[src/rtl/bcd_7seg_scanner.sv]
// rtl/bcd_7seg_scanner.sv - 3-digit multiplexed common-anode 7-segment scanner for BCD digits
// Latches hundreds/tens/ones on load and scans them at CLK_DIV cycles per digit slot.
module bcd_7seg_scanner #(
  parameter int CLK_DIV       = 50000,
  parameter bit BLANK_LEADING = 1'b1
) (
  input  logic       clk,
  input  logic       rst_n,
  input  logic       load,
  input  logic [3:0] hundreds,
  input  logic [3:0] tens,
  input  logic [3:0] ones,
  output logic [6:0] seg,
  output logic [2:0] an
);

  localparam int CW = $clog2(CLK_DIV);

  localparam logic [1:0] SLOT_ONES = 2'd0;
  localparam logic [1:0] SLOT_TENS = 2'd1;
  localparam logic [1:0] SLOT_HUND = 2'd2;

  logic [CW-1:0] r_cnt;
  logic [1:0]    r_slot;
  logic [3:0]    r_hund;
  logic [3:0]    r_tens;
  logic [3:0]    r_ones;
  logic [6:0]    r_seg;
  logic [2:0]    r_an;

  logic          w_tick;
  logic [1:0]    w_next_slot;
  logic [3:0]    w_digit;
  logic          w_blank;
  logic [2:0]    w_an_lit;

  // Active-high {g,f,e,d,c,b,a}; anything outside 0..9 renders as a dash.
  function automatic logic [6:0] enc(input logic [3:0] d);
    case (d)
      4'd0:    enc = 7'h3F;
      4'd1:    enc = 7'h06;
      4'd2:    enc = 7'h5B;
      4'd3:    enc = 7'h4F;
      4'd4:    enc = 7'h66;
      4'd5:    enc = 7'h6D;
      4'd6:    enc = 7'h7D;
      4'd7:    enc = 7'h07;
      4'd8:    enc = 7'h7F;
      4'd9:    enc = 7'h6F;
      default: enc = 7'h40;
    endcase
  endfunction

  assign w_tick      = (r_cnt == CW'(CLK_DIV - 1));
  assign w_next_slot = (r_slot == SLOT_HUND) ? SLOT_ONES : r_slot + 2'd1;

  // Decode for the slot being entered, using the digits latched before this edge.
  always_comb begin
    w_digit  = r_hund;
    w_blank  = 1'b0;
    w_an_lit = 3'b011;
    case (w_next_slot)
      SLOT_ONES: begin
        w_digit  = r_ones;
        w_an_lit = 3'b110;
      end
      SLOT_TENS: begin
        w_digit  = r_tens;
        w_blank  = BLANK_LEADING && (r_hund == 4'd0) && (r_tens == 4'd0);
        w_an_lit = 3'b101;
      end
      default: begin
        w_digit  = r_hund;
        w_blank  = BLANK_LEADING && (r_hund == 4'd0);
        w_an_lit = 3'b011;
      end
    endcase
  end

  always_ff @(posedge clk or negedge rst_n) begin
    if (!rst_n) begin
      r_cnt  <= '0;
      r_slot <= SLOT_HUND;
      r_hund <= 4'd0;
      r_tens <= 4'd0;
      r_ones <= 4'd0;
      r_an   <= 3'b111;
      r_seg  <= 7'h7F;
    end else begin
      if (load) begin
        r_hund <= hundreds;
        r_tens <= tens;
        r_ones <= ones;
      end
      if (w_tick) begin
        r_cnt  <= '0;
        r_slot <= w_next_slot;
        r_an   <= w_blank ? 3'b111 : w_an_lit;
        r_seg  <= w_blank ? 7'h7F : ~enc(w_digit);
      end else begin
        r_cnt  <= r_cnt + CW'(1);
      end
    end
  end

  assign seg = r_seg;
  assign an  = r_an;

endmodule

[config.mk]
export PLATFORM = sky130hd
export DESIGN_NAME = bcd_7seg_scanner
export DESIGN_NICKNAME = d
export VERILOG_FILES = /design/src/rtl/bcd_7seg_scanner.sv
export SDC_FILE = /design/constraint.sdc
export NUM_CORES = 1
export LEC_CHECK = 0
export ABC_AREA = 1
export CORE_MARGIN = 3
export CORE_UTILIZATION = 45
export CTS_CLUSTER_DIAMETER = 40
export DETAILED_ROUTE_END_ITERATION = 16
export HOLD_SLACK_MARGIN = 0.1
export PLACE_DENSITY = 0.66
export SLEW_MARGIN = 20
export SYNTH_ARGS = -nofsm -noshare
export SYNTH_HDL_FRONTEND = slang
export SYNTH_SLANG_ARGS = --single-unit
[constraint.sdc]
create_clock -name clk -period 2.2 [get_ports clk]
set_input_delay 0.33 -clock clk [delete_from_list [all_inputs] [get_ports clk]]
set_output_delay 0.33 -clock clk [all_outputs]
set_load 0.01 [all_outputs]
==> impl_metrics.py <==
metrics = {
    "sta": {
        "slew_viol_final": 0,
        "worst_slew_pin_slew_ns": 0.729,
        "relSlewSlack_pct": 51.4,
        "max_freq_mhz": 554,
        "period_needed_ns": 1.81,
        "rsz0062_at_grt": "false",
        "hold_violations": 0,
        "setup-violations-final": 0,
        "fin_skew_ns": 0.0101,
        "fin_tns_setup_ns": 0,
        "fin_crit_sh_pct": 82.0,
    },
    "grt": {
        "grt_max_degree": 35,
        "grt_pass1_vias": 1594,
        "grt_use_total_pct": 16.5,
        "grt_overflow": 0,
        "antenna_found_initial": 0,
        "grt_pass1_wl_um": 7060,
    },
    "placed_design": {
        "portBuffers": 24,
        "placed_area_mm2": 0.00244,
        "globalplace.congestion": 0.834,
        "dp_hpwl_um": 3200,
    },
    "setup_path": {
        "cpPeakStageDelay_ns": 0.45,
        "startpoint_type": "flip-flop",
        "critPathCaptureType": "flip-flop",
        "path_class": "flip-flop to flip-flop",
        "cp_slowest_cell": "dfrtp_1",
        "path_buf_inv": 3,
        "arrival_ns": 2.04,
        "crit_path_cell_trace": "nor2_2 > nand2_1 > nand3_1 > inv_1 > ha_1 > inv_1 > nand2_1 > nand3_1 > nand3_1 > nand2_1 > inv_1",
        "path_delay_family": "simple AND/OR/NAND/NOR gates",
        "path_max_fanout": 6,
        "required_ns": 2.43,
    },
    "layout": {
        "fill_cells": 411,
        "final_common_cell": "nand2_1",
        "final_util_pct": 56.4,
        "finalInstanceArea_mm2": 0.00252,
        "final_cell_mix": "nand2_1 (63), inv_1 (37), nor2_1 (35)",
        "fin_nets": 317,
        "drive_gt1_share_pct": 14.8,
        "diodes": 0,
        "synthToLayoutAreaGrowth_pct": 17.0,
    },
    "yosys": {
        "yosysUniqueCellTypes": 26,
        "synth-seq-area-share_pct": 47.1,
        "synth_area_mm2": 0.00216,
        "synth_seq_cells": 40,
        "yosys_warnings": 0,
        "syn_inst": 267,
        "synthesis.nets": 288,
        "avgSynthCellArea_um2": 8.07,
    },
    "flow_run": {
        "drv_cap": 0,
    },
    "pwr": {
        "sequentialPowerShare_pct": 55.7,
        "power.density_mw_per_mm2": 547,
        "p_clk_share_pct": 34.6,
        "switching_power_mw": 0.343,
        "swShare_pct": 24.9,
        "combPwrFrac_pct": 9.6,
        "p_int_mw": 1.04,
        "p_leak_nw": 1.22,
        "ir_worst_vdd_mv": 0.325,
    },
    "hold_path": {
        "hp-class": "input pin to async pin",
    },
    "clock_network": {
        "cts_sinks": 40,
        "postCtsHoldBufs": 0,
        "cts_resized": 0,
        "clkLatencyLatePin_ns": 0.29,
        "htreeDepth": 2,
        "postCtsSetupRepairBufs": 0,
        "cts_buffers": 5,
        "clk_pin_slew_worst_paths_ns": 0.08,
        "clock_path_buffers": 2,
        "cts_tree": "done",
        "cts_root_buffer": "clkbuf_8",
    },
    "floorplan": {
        "coreArea_mm2": 0.00447,
        "num_rows": 24,
        "initial_core_util_pct": 48.2,
        "die_h_um": 75.2,
        "ios": 25,
        "die-area_mm2": 0.00566,
        "die_w_um": 75.2,
    },
    "routing": {
        "drc": 0,
        "wl_um": 4150,
        "drtIter0Drc": 89,
        "dr.pass1.iters": 4,
        "via_per_inst": 4.87,
        "post_drt_wl_per_cell_um": 11.9,
        "drtAntennaViolNets": 0,
        "vias": 1701,
    },
    "status": {
        "status": "completed",
    },
}
## cells by family after synthesis
kind of cell / Yosys count / share of synthesized area, %
AND/OR/NAND/NOR: 145 / 30.6
adder cells (fa/ha/maj): 6 / 3.48
buffers and inverters: 45 / 8.53
multiplexers: 5 / 2.61
XOR/XNOR: 9 / 3.66
flip-flops: 40 / 47.1
AO/OA/AOI/OAI: 17 / 4.06
## worst register-to-register path, delay by kind of cell (launching register included)
family,cells,cell delay [ns]
buffers and inverters,3,0.20
DFF,1,0.45
and+or+nand+nor,7,0.78
adders and majority gates,1,0.30
## per-layer routing
metal	part of all wire (%)	wire [um]	global-route usage [%]	vias up
met2	49	2020	28.7	29
li1	-	-	-	887
met4	1.8	73	4.66	0
met1	46	1920	20.4	777
met5	0	0	0	-
met3	3.2	134	4.01	8
## power groups by stage
stage / Sequential, mW / Combinational (mW) / Clock [mW]
final: 0.769 / 0.133 / 0.478
after floorplan: 0.779 / 0.0796 / 0
after global placement: 0.782 / 0.133 / 0
after global routing: 0.771 / 0.155 / 0.527
after detailed placement: 0.782 / 0.135 / 0
after CTS: 0.769 / 0.135 / 0.493
## final timing paths
check / end / depth (start not counted) / slack [ns] / startpoint
setup / recovery: seg[3] / 11 / 0.39 / r_slot[0]
hold / removal: r_cnt[13] / 1 / 0.08 / rst_n
setup reg to reg: seg[3] / 11 / 0.39 / r_slot[0]
hold reg to reg: r_cnt[0] / 1 / 0.46 / r_cnt[0]
max in group asynchronous: an[2] / 2 / 1.42 / rst_n
min in group clk: r_cnt[0] / 1 / 0.46 / r_cnt[0]
## synth_stat cells, drive strengths merged
master	n	area share (%)
o21ai	13	3.0
nand2	67	12
a21oi	3	0.70
or2	3	0.87
o21a	1	0.35
mux2	5	2.6
ha	6	3.5
clkbuf	2	0.35
nand4	4	1.2
nand3	22	5.3
dfstp	11	13
nor4	1	0.29
buf	2	1.0
inv	41	7.1
xor2	9	3.7
nor2	39	7.7
nor3	9	3.1
dfrtp	29	34
## final cells by class
type,instances,area [um2],area share [%]
clock buffer,7,76.3,3.03
clock inverter,1,5.00,0.198
inverter,41,154,6.10
multi-input combinational,182,957,37.9
sequential,40,1010,40.2
tap,52,65.1,2.58
timing repair buffer,26,250,9.92
## sequential cells by signal, summed over array words and instances (netlist names)
register	count
r_cnt	16
r_ones	4
an	3
r_hund	4
r_tens	4
seg	7
r_slot	2
## stage by stage
stage	setup WS, ns	std cells	hold slack (ns)	total power [mW]
3_5_place_dp	0.414	341	0.449	0.917
5_1_grt	0.178	349	0.155	1.45
3_3_place_gp	0.422	341	0.437	0.916
4_1_cts	0.388	349	0.117	1.40
6_report	0.395	349	0.0815	1.38
2_1_floorplan	0.615	267	0.0344	0.858
Note: power is estimated with default switching activity, not from simulation.
